$ cat src/rtl/img_sram_arb_pkg.sv
// ---------------------------------------------------------------------------
// img_sram_pkg
//   Shared types and default widths for the image SRAM arbiter slice.
//   - ROW_W_DEF / COL_W_DEF / DATA_W_DEF : default SRAM address/data widths
//   - LAT_W                              : width of the read latency counter
//                                          (READ_LAT is limited to 1..4)
//   - arb_state_t                        : sequencer states
//   - req_t                              : one request beat at default widths
//   - id_width()                         : width of a requester index
// ---------------------------------------------------------------------------
package img_sram_pkg;

   localparam int ROW_W_DEF  = 8;
   localparam int COL_W_DEF  = 8;
   localparam int DATA_W_DEF = 8;
   localparam int LAT_W      = 3;

   typedef enum logic [1:0] {
      IDLE    = 2'd0,
      WR      = 2'd1,
      RD      = 2'd2,
      RD_WAIT = 2'd3
   } arb_state_t;

   typedef struct packed {
      logic                  we;
      logic [ROW_W_DEF-1:0]  row;
      logic [COL_W_DEF-1:0]  col;
      logic [DATA_W_DEF-1:0] wdata;
   } req_t;

   // A single requester still needs a 1-bit index.
   function automatic int id_width(input int n);
      return (n > 1) ? $clog2(n) : 1;
   endfunction

endpackage

$ cat src/rtl/img_sram_arb_if.sv
// ---------------------------------------------------------------------------
// img_sram_arb_if
//   Requester-side bus of the image SRAM arbiter.
//
//   Handshake: requester r holds req_valid[r] and its we/row/col/wdata fields
//   stable until it observes req_ready[r]; the beat transfers on the rising
//   clock edge where req_valid[r] && req_ready[r]. req_ready is at most
//   one-hot. rsp_valid[r] is a one-cycle pulse qualifying the shared
//   rsp_rdata bus for requester r.
//
//   modport master : requesters (drive req_*, observe ready and responses)
//   modport slave  : arbiter
// ---------------------------------------------------------------------------
interface img_sram_arb_if #(
   parameter int NUM_REQ = 2,
   parameter int ROW_W   = img_sram_pkg::ROW_W_DEF,
   parameter int COL_W   = img_sram_pkg::COL_W_DEF,
   parameter int DATA_W  = img_sram_pkg::DATA_W_DEF
);

   logic [NUM_REQ-1:0]             req_valid;
   logic [NUM_REQ-1:0]             req_ready;
   logic [NUM_REQ-1:0]             req_we;
   logic [NUM_REQ-1:0][ROW_W-1:0]  req_row;
   logic [NUM_REQ-1:0][COL_W-1:0]  req_col;
   logic [NUM_REQ-1:0][DATA_W-1:0] req_wdata;
   logic [NUM_REQ-1:0]             rsp_valid;
   logic [DATA_W-1:0]              rsp_rdata;

   modport master (
      output req_valid, req_we, req_row, req_col, req_wdata,
      input  req_ready, rsp_valid, rsp_rdata
   );

   modport slave (
      input  req_valid, req_we, req_row, req_col, req_wdata,
      output req_ready, rsp_valid, rsp_rdata
   );

endinterface

$ cat src/rtl/img_sram_rr_arb.sv
// ---------------------------------------------------------------------------
// img_sram_rr_arb
//   Combinational winner select over a request vector.
//   Default: round-robin. The search starts one past the last winner
//   (ptr_q) and the pointer moves to the winner whenever grant_en is high
//   and someone is requesting. ptr_q resets to NUM_REQ-1 so requester 0
//   is first after reset.
//   With IMG_SRAM_ARB_FIXED_PRIO_EN defined: lowest index wins, no pointer.
//
//   Ports:
//     clk, rst   : clock, asynchronous active-high reset
//     valid      : request vector
//     grant_en   : the grant is being taken this cycle (update pointer)
//     any_valid  : at least one request present
//     grant      : one-hot winner (zero when nothing is valid)
//     grant_id   : index of the winner
// ---------------------------------------------------------------------------
module img_sram_rr_arb
   import img_sram_pkg::*;
#(
   parameter  int NUM_REQ = 2,
   localparam int ID_W    = id_width(NUM_REQ)
) (
   input  logic               clk,
   input  logic               rst,
   input  logic [NUM_REQ-1:0] valid,
   input  logic               grant_en,
   output logic               any_valid,
   output logic [NUM_REQ-1:0] grant,
   output logic [ID_W-1:0]    grant_id
);

   assign any_valid = |valid;

`ifdef IMG_SRAM_ARB_FIXED_PRIO_EN

   // Scan from the top so the lowest valid index is the last one written.
   always_comb begin
      grant    = '0;
      grant_id = '0;
      for (int i = NUM_REQ - 1; i >= 0; i--) begin
         if (valid[i]) begin
            grant    = '0;
            grant[i] = 1'b1;
            grant_id = ID_W'(i);
         end
      end
   end

   logic unused_fixed;
   assign unused_fixed = ^{clk, rst, grant_en};

`else

   logic [ID_W-1:0] ptr_q;
   logic [ID_W-1:0] ptr_d;

   // Walk NUM_REQ slots clockwise starting one past the last winner; the
   // first valid slot wins.
   always_comb begin
      int   idx;
      logic found;
      idx      = 0;
      found    = 1'b0;
      grant    = '0;
      grant_id = '0;
      for (int i = 1; i <= NUM_REQ; i++) begin
         idx = int'(ptr_q) + i;
         if (idx >= NUM_REQ) begin
            idx = idx - NUM_REQ;
         end
         if (!found && valid[idx[ID_W-1:0]]) begin
            found                  = 1'b1;
            grant[idx[ID_W-1:0]]   = 1'b1;
            grant_id               = idx[ID_W-1:0];
         end
      end
   end

   always_comb begin
      ptr_d = ptr_q;
      if (grant_en && any_valid) begin
         ptr_d = grant_id;
      end
   end

   always_ff @(posedge clk or posedge rst) begin
      if (rst) begin
         ptr_q <= ID_W'(NUM_REQ - 1);
      end else begin
         ptr_q <= ptr_d;
      end
   end

`endif

endmodule

$ cat src/rtl/img_sram_arb.sv
// ---------------------------------------------------------------------------
// img_sram_arb
//   Shares one image SRAM macro between NUM_REQ single-beat requesters.
//   One request is accepted per IDLE visit; the sequencer then produces a
//   one-cycle write strobe (WR) or a one-cycle sense strobe (RD) followed by
//   READ_LAT cycles in RD_WAIT, after which the read data is returned to the
//   owning requester with a one-cycle rsp_valid pulse.
//
//   Timing from the grant cycle (cycle 0):
//     write : write_en in cycle 1, back in IDLE in cycle 2
//     read  : sense_en in cycle 1, rsp_valid in cycle 2+READ_LAT
//
//   Ports:
//     clk, rst        : clock, asynchronous active-high reset
//     bus (slave)     : requester handshake and response bus
//     busy            : sequencer not in IDLE
//     sram_row/col/din: registered SRAM address/data, held between strobes
//     sram_write_en   : SRAM write strobe
//     sram_sense_en   : SRAM read strobe
//     sram_dout       : SRAM read data
//     state_dbg       : current sequencer state
//
//   Build option: define IMG_SRAM_ARB_FIXED_PRIO_EN for fixed priority
//   (lowest index wins) instead of round-robin.
// ---------------------------------------------------------------------------
module img_sram_arb
   import img_sram_pkg::*;
#(
   parameter int NUM_REQ  = 2,
   parameter int ROW_W    = ROW_W_DEF,
   parameter int COL_W    = COL_W_DEF,
   parameter int DATA_W   = DATA_W_DEF,
   parameter int READ_LAT = 1
) (
   input  logic              clk,
   input  logic              rst,
   img_sram_arb_if.slave     bus,
   output logic              busy,
   output logic [ROW_W-1:0]  sram_row,
   output logic [COL_W-1:0]  sram_col,
   output logic [DATA_W-1:0] sram_din,
   output logic              sram_write_en,
   output logic              sram_sense_en,
   input  logic [DATA_W-1:0] sram_dout,
   output arb_state_t        state_dbg
);

   localparam int ID_W = id_width(NUM_REQ);

   arb_state_t         state_q, state_d;
   logic [ID_W-1:0]    id_q, id_d;
   logic [ROW_W-1:0]   row_q, row_d;
   logic [COL_W-1:0]   col_q, col_d;
   logic [DATA_W-1:0]  din_q, din_d;
   logic               write_en_q, write_en_d;
   logic               sense_en_q, sense_en_d;
   logic [LAT_W-1:0]   lat_q, lat_d;
   logic [DATA_W-1:0]  rdata_q, rdata_d;
   logic [NUM_REQ-1:0] rsp_valid_q, rsp_valid_d;
   logic               busy_q, busy_d;

   logic               any_valid;
   logic               grant_en;
   logic [NUM_REQ-1:0] grant;
   logic [ID_W-1:0]    grant_id;

   // Grants are only offered in IDLE; rst is folded in so req_ready is low
   // for the whole reset window, not just once the state is cleared.
   assign grant_en = (state_q == IDLE) && !rst;

   img_sram_rr_arb #(
      .NUM_REQ (NUM_REQ)
   ) u_arb (
      .clk       (clk),
      .rst       (rst),
      .valid     (bus.req_valid),
      .grant_en  (grant_en),
      .any_valid (any_valid),
      .grant     (grant),
      .grant_id  (grant_id)
   );

   assign bus.req_ready = grant_en ? grant : '0;

   always_comb begin
      state_d     = state_q;
      id_d        = id_q;
      row_d       = row_q;
      col_d       = col_q;
      din_d       = din_q;
      write_en_d  = 1'b0;
      sense_en_d  = 1'b0;
      lat_d       = lat_q;
      rdata_d     = rdata_q;
      rsp_valid_d = '0;
      case (state_q)
         IDLE: begin
            if (any_valid) begin
               id_d  = grant_id;
               row_d = bus.req_row[grant_id];
               col_d = bus.req_col[grant_id];
               din_d = bus.req_wdata[grant_id];
               if (bus.req_we[grant_id]) begin
                  state_d    = WR;
                  write_en_d = 1'b1;
               end else begin
                  state_d    = RD;
                  sense_en_d = 1'b1;
               end
            end
         end
         WR: begin
            state_d = IDLE;
         end
         RD: begin
            state_d = RD_WAIT;
            lat_d   = LAT_W'(READ_LAT - 1);
         end
         RD_WAIT: begin
            if (lat_q == '0) begin
               rdata_d           = sram_dout;
               rsp_valid_d[id_q] = 1'b1;
               state_d           = IDLE;
            end else begin
               lat_d = lat_q - 1'b1;
            end
         end
         default: begin
            state_d = IDLE;
         end
      endcase
      busy_d = (state_d != IDLE);
   end

   always_ff @(posedge clk or posedge rst) begin
      if (rst) begin
         state_q     <= IDLE;
         id_q        <= '0;
         row_q       <= '0;
         col_q       <= '0;
         din_q       <= '0;
         write_en_q  <= 1'b0;
         sense_en_q  <= 1'b0;
         lat_q       <= '0;
         rdata_q     <= '0;
         rsp_valid_q <= '0;
         busy_q      <= 1'b0;
      end else begin
         state_q     <= state_d;
         id_q        <= id_d;
         row_q       <= row_d;
         col_q       <= col_d;
         din_q       <= din_d;
         write_en_q  <= write_en_d;
         sense_en_q  <= sense_en_d;
         lat_q       <= lat_d;
         rdata_q     <= rdata_d;
         rsp_valid_q <= rsp_valid_d;
         busy_q      <= busy_d;
      end
   end

   assign busy          = busy_q;
   assign sram_row      = row_q;
   assign sram_col      = col_q;
   assign sram_din      = din_q;
   assign sram_write_en = write_en_q;
   assign sram_sense_en = sense_en_q;
   assign bus.rsp_valid = rsp_valid_q;
   assign bus.rsp_rdata = rdata_q;
   assign state_dbg     = state_q;

   // A requester must not withdraw a request before it is granted.
   for (genvar g = 0; g < NUM_REQ; g++) begin : g_hold
      a_valid_hold: assert property (@(posedge clk) disable iff (rst)
         (bus.req_valid[g] && !bus.req_ready[g]) |=> bus.req_valid[g]);
   end

   a_ready_onehot: assert property (@(posedge clk) disable iff (rst)
      $onehot0(bus.req_ready));

   a_strobe_excl: assert property (@(posedge clk) disable iff (rst)
      !(sram_write_en && sram_sense_en));

endmodule

$ cat src/flat_wrapper.sv
// flat-port wrapper written by rule: the top's interface ports become plain ports
module img_sram_arb_flat import img_sram_pkg::*;
#(
   parameter int NUM_REQ  = 2,
   parameter int ROW_W    = ROW_W_DEF,
   parameter int COL_W    = COL_W_DEF,
   parameter int DATA_W   = DATA_W_DEF,
   parameter int READ_LAT = 1
)
  (clk, rst, busy, sram_row, sram_col, sram_din, sram_write_en, sram_sense_en, sram_dout, state_dbg, bus_req_valid, bus_req_we, bus_req_row, bus_req_col, bus_req_wdata, bus_req_ready, bus_rsp_valid, bus_rsp_rdata);
  img_sram_arb_if #(.NUM_REQ(NUM_REQ), .ROW_W(ROW_W), .COL_W(COL_W), .DATA_W(DATA_W)) bus_i ();
  input  logic clk;
  input  logic rst;
  output logic busy;
  output logic [ROW_W-1:0] sram_row;
  output logic [COL_W-1:0] sram_col;
  output logic [DATA_W-1:0] sram_din;
  output logic sram_write_en;
  output logic sram_sense_en;
  input  logic [DATA_W-1:0] sram_dout;
  output arb_state_t state_dbg;
  input wire logic [$bits(bus_i.req_valid)-1:0] bus_req_valid;
  input wire logic [$bits(bus_i.req_we)-1:0] bus_req_we;
  input wire logic [$bits(bus_i.req_row)-1:0] bus_req_row;
  input wire logic [$bits(bus_i.req_col)-1:0] bus_req_col;
  input wire logic [$bits(bus_i.req_wdata)-1:0] bus_req_wdata;
  output wire logic [$bits(bus_i.req_ready)-1:0] bus_req_ready;
  output wire logic [$bits(bus_i.rsp_valid)-1:0] bus_rsp_valid;
  output wire logic [$bits(bus_i.rsp_rdata)-1:0] bus_rsp_rdata;
  assign bus_i.req_valid = bus_req_valid;
  assign bus_i.req_we = bus_req_we;
  assign bus_i.req_row = bus_req_row;
  assign bus_i.req_col = bus_req_col;
  assign bus_i.req_wdata = bus_req_wdata;
  assign bus_req_ready = bus_i.req_ready;
  assign bus_rsp_valid = bus_i.rsp_valid;
  assign bus_rsp_rdata = bus_i.rsp_rdata;
  img_sram_arb #(.NUM_REQ(NUM_REQ), .ROW_W(ROW_W), .COL_W(COL_W), .DATA_W(DATA_W), .READ_LAT(READ_LAT)) u_core (.clk(clk), .rst(rst), .bus(bus_i), .busy(busy), .sram_row(sram_row), .sram_col(sram_col), .sram_din(sram_din), .sram_write_en(sram_write_en), .sram_sense_en(sram_sense_en), .sram_dout(sram_dout), .state_dbg(state_dbg));
endmodule
$ cat config.mk
export PLATFORM = sky130hd
export DESIGN_NAME = img_sram_arb_flat
export DESIGN_NICKNAME = d
export VERILOG_FILES = /design/src/rtl/img_sram_arb_pkg.sv /design/src/rtl/img_sram_arb_if.sv /design/src/rtl/img_sram_rr_arb.sv /design/src/rtl/img_sram_arb.sv /design/src/flat_wrapper.sv
export SDC_FILE = /design/constraint.sdc
export NUM_CORES = 1
export LEC_CHECK = 0
export ABC_CLOCK_PERIOD_IN_PS = 1630
export CAP_MARGIN = 30
export CORE_MARGIN = 2
export CORE_UTILIZATION = 37
export CTS_CLUSTER_DIAMETER = 80
export CTS_CLUSTER_SIZE = 30
export DETAILED_ROUTE_END_ITERATION = 8
export GPL_TIMING_DRIVEN = 0
export PLACE_DENSITY = 0.75
export SETUP_SLACK_MARGIN = 0.2
export SLEW_MARGIN = 20
export SYNTH_ARGS = -nofsm -noshare
export SYNTH_HDL_FRONTEND = slang
export SYNTH_SLANG_ARGS = --single-unit
$ cat constraint.sdc
create_clock -name clk -period 1.63 [get_ports clk]
set_input_delay 0.489 -clock clk [delete_from_list [all_inputs] [get_ports clk]]
set_output_delay 0.489 -clock clk [all_outputs]
set_load 0.03 [all_outputs]
==> summary.md <==
| Metric | Value |
|---|---|
| DRT Wirelength | `5200 um` |
| CP Data Required Time | `1.14 ns` |
| Via count | `1675` |
| Row count | `27` |
| Fin worst setup slack | `-0.253 ns` |
| Slowest-stage cell, CP | `dlygate4sd2_1` |
| Seq pwr share | `26.9%` |
| Gr usage total | `15.8%` |
| Reg2reg end | `u_core.sram_din[3]$_DFFE_PP0P_` |
| CTS Buffer Depth | `2` |
| FF+latch area | `1100 um^2` |
| TritonCTS clock tree | `yes` |
| Reg2Reg Depth | `7` |
| Starting Density | `38.8%` |
| Area growth, synth to finish | `74.7%` |
| CTS clk-pin slew, worst paths | `0.09 ns` |
| H-tree levels | `2` |
| Seq cells post-synth | `44` |
| Drt wl/cell | `14.6 um` |
| Arr. time, crit path | `1.39 ns` |
| I/O pin cnt | `103` |
| Yosys cell types | `27` |
| Clock sink count | `44` |
| CP Cell Sequence | `dlygate4sd2_1 > nor3_4 > nand2_2 > a21oi_4 > buf_6` |
| Met1 usage | `19.3%` |
| Die Span Y | `80.5 um` |
| Slew Limit Headroom | `70.7%` |
| 1st-iter DRT viols | `28` |
| Crit share post-route | `116%` |
| Fin nets | `346` |
| Leakage power | `0.00182 uW` |
| Hold_buf cts | `0` |
| Crit Reg-Reg Startpoint | `u_core.u_arb.ptr_q$_DFFE_PP1P_` |
| Slew @ Worst Pin | `0.439 ns` |
| Startpoint type of the worst setup path | `primary input` |
| Fillers | `416` |
| Worst Path Max Fanout | `4` |
| Mapped Cells | `147` |
| First-pass GRT wire length | `7780 um` |
| Number of global-route vias before repair | `1665` |
| Net Sw Frac | `38.8%` |
| Synthesis Warnings | `0` |
| CP Buf/Inv Count | `2` |
| Setup Viol. Count Final | `28` |
| DR vias/cell | `4.72` |
| Share of layout cells above drive strength 1 | `55.5%` |
| Die Width | `80.5 um` |
| Tot Pwr | `6870 uW` |
| Final ANT Viol Nets | `0` |
| CP endpoint kind | `primary output` |
| Slew Viols, Final | `0` |
| Met2 Use GR | `26.3%` |
| CTS Root Cell | `clkbuf_8` |
| Status | `finished with violations` |
| Max Fclk | `0.531 GHz` |
| RSZ-0062 raised after global routing | `true` |
| Overflow after GRT | `0` |
| M3 GR Usage | `3.60%` |
| Logic gate share of total power | `60.6%` |
| CTS Buf Count | `5` |
| Largest net degree at the start of global routing | `27` |
| Hpwl dp | `3320 um` |
| Reg-to-reg slack, setup | `-0.12 ns` |
| Pint | `4200 uW` |
| PD cells | `1820 nW/um^2` |
| Port Buffers | `102` |
| Final cell count without fillers | `355` |
| RePlAce Congestion | `0.653` |
| Initial antenna violation count | `0` |
| Die area | `6480 um^2` |
| Clk pwr share | `12.4%` |
| Area occupied by multi-input gates | `1170 um^2` |
| Syn_area_per_cell | `14.7 um^2` |
| Final hold vios | `0` |
| Critical path class | `primary input to primary output` |
| Max_cap viols | `0` |
| Worst Skew | `0.00552 ns` |
| Post-Syn Area | `2160 um^2` |
| Hold WC Path Type | `primary input to asynchronous set/reset pin` |
| Core ar. | `5570 um^2` |
| P_sw | `2670 uW` |
| Skew-Pair Late Insertion Delay | `0.30 ns` |
| Worst VDD drop | `973 uV` |
| Router iterations before antenna repair | `3` |
| Top cell family by delay on the critical path | `buffers and inverters` |
| Syn nets | `211` |
| Post-Place Cells | `322` |
| Residual DRC | `0` |
| Seq/Total Area, Yosys | `50.9%` |
| N_diodes | `0` |
| Setup TNS | `-2.99 ns` |
| Minimum clock period | `1.88 ns` |
| Slowest cell delay on critical path | `0.30 ns` |
| Busiest grt layer | `met2` |
| Crit. Startpoint | `rst` |
| Violated checks | `negative setup slack` |
==> routing by layer <==
metal / vias up / share of wire [%]
li1: 787 / -
met1: 808 / 43
met2: 65 / 48
met3: 15 / 6.5
met4: 0 / 2.4
met5: - / 0
==> metrics by stage <==
step	area [um^2]	worst slack [ns]	utilization, %	hold WS (ns)
2_1_floorplan	2230	-0.0228	-	0.403
3_3_place_gp	3340	-1.25	59.9	0.407
3_5_place_dp	3360	-1.25	60.3	0.424
4_1_cts	3580	-0.254	64.3	0.399
5_1_grt	3780	-0.318	67.8	0.430
6_report	3780	-0.253	67.8	0.403
==> synth_stat cells <==
cell type	instances	area (um^2)
dfstp_2	1	26.3
nand2b_1	1	6.26
a22o_1	2	17.5
nand3_1	1	5.00
buf_12	1	20.0
mux2_4	34	510
buf_6	1	11.3
nor3_1	1	5.00
nand2_1	6	22.5
a21oi_1	2	10.0
nor2_1	4	15.0
a31oi_1	1	6.26
o21a_1	1	7.51
buf_8	1	15.0
dfrtp_1	43	1080
clkbuf_1	1	3.75
buf_4	2	15.0
mux2i_1	2	20.0
ha_1	2	25.0
a21bo_2	2	20.0
inv_1	7	26.3
buf_2	1	5.00
and2_1	1	6.26
nor2b_1	1	6.26
mux2_2	22	248
o21ai_0	5	25.0
a21bo_1	1	10.0
==> final cells by class <==
type / count / area share, %
well taps: 72 / 2.38
repair buffers: 127 / 30.5
flip-flops and latches: 44 / 29.2
multi-input cells: 90 / 30.9
clock inverters: 3 / 1.22
inverters: 7 / 0.794
clock buffers: 5 / 1.82
plain buffers: 7 / 3.11
==> power groups by stage <==
stage / logic, uW / clock network, uW / registers, uW
2_1_floorplan: 1400 / 0 / 2820
3_3_place_gp: 3650 / 0 / 1870
3_5_place_dp: 3670 / 0 / 1890
4_1_cts: 3760 / 876 / 1840
5_1_grt: 4370 / 916 / 1910
6_report: 4170 / 853 / 1850
==> state kept, by name, indices dropped and copies added, names as in the netlist <==
signal / cells
u_core.u_arb.ptr_q: 1
u_core.sram_col: 8
u_core.lat_q: 3
u_core.bus.rsp_valid: 2
u_core.state_dbg: 2
u_core.sram_write_en: 1
u_core.sram_sense_en: 1
u_core.sram_row: 8
u_core.busy: 1
u_core.id_q: 1
u_core.bus.rsp_rdata: 8
u_core.sram_din: 8
==> how the worst max path moves through the flow <==
stage | endpoint | slack [ns] | depth (start not counted)
5_1_grt | bus_req_ready[0] | -0.32 | 5
3_5_place_dp | bus_req_ready[1] | -1.25 | 6
6_report | bus_req_ready[0] | -0.25 | 5
3_3_place_gp | bus_req_ready[1] | -1.25 | 6
2_1_floorplan | bus_req_ready[1] | -0.02 | 4
4_1_cts | bus_req_ready[0] | -0.25 | 5
==> cell families after synthesis <==
family	synth area share [%]
compound gates	4.45
mux	36.0
buf+inv	4.45
flops	50.9
simple gates	3.06
fa+ha+maj	1.16
==> placed cells by master (no fill, tap or decap), types with 2 or more instances in the layout <==
master / count
nand3_4: 2
dfrtp_1: 41
buf_8: 6
dfrtp_2: 2
clkbuf_8: 5
o21ai_0: 3
buf_4: 9
a22o_1: 2
buf_2: 39
clkinvlp_4: 2
clkdlybuf4s50_1: 58
buf_12: 9
inv_1: 6
a21bo_2: 2
nor2_1: 3
nand2_1: 5
mux2_4: 56
dlygate4sd2_1: 2
buf_6: 10
mux2i_4: 2
==> what timing repair did <==
action,in CTS,in global routing
endpoints found under the setup margin,78,43
pin swaps,3,3
gates resized for setup,247,30
buffers inserted,12,11
gates cloned,2,0
Power figures use the tool's default switching activity.
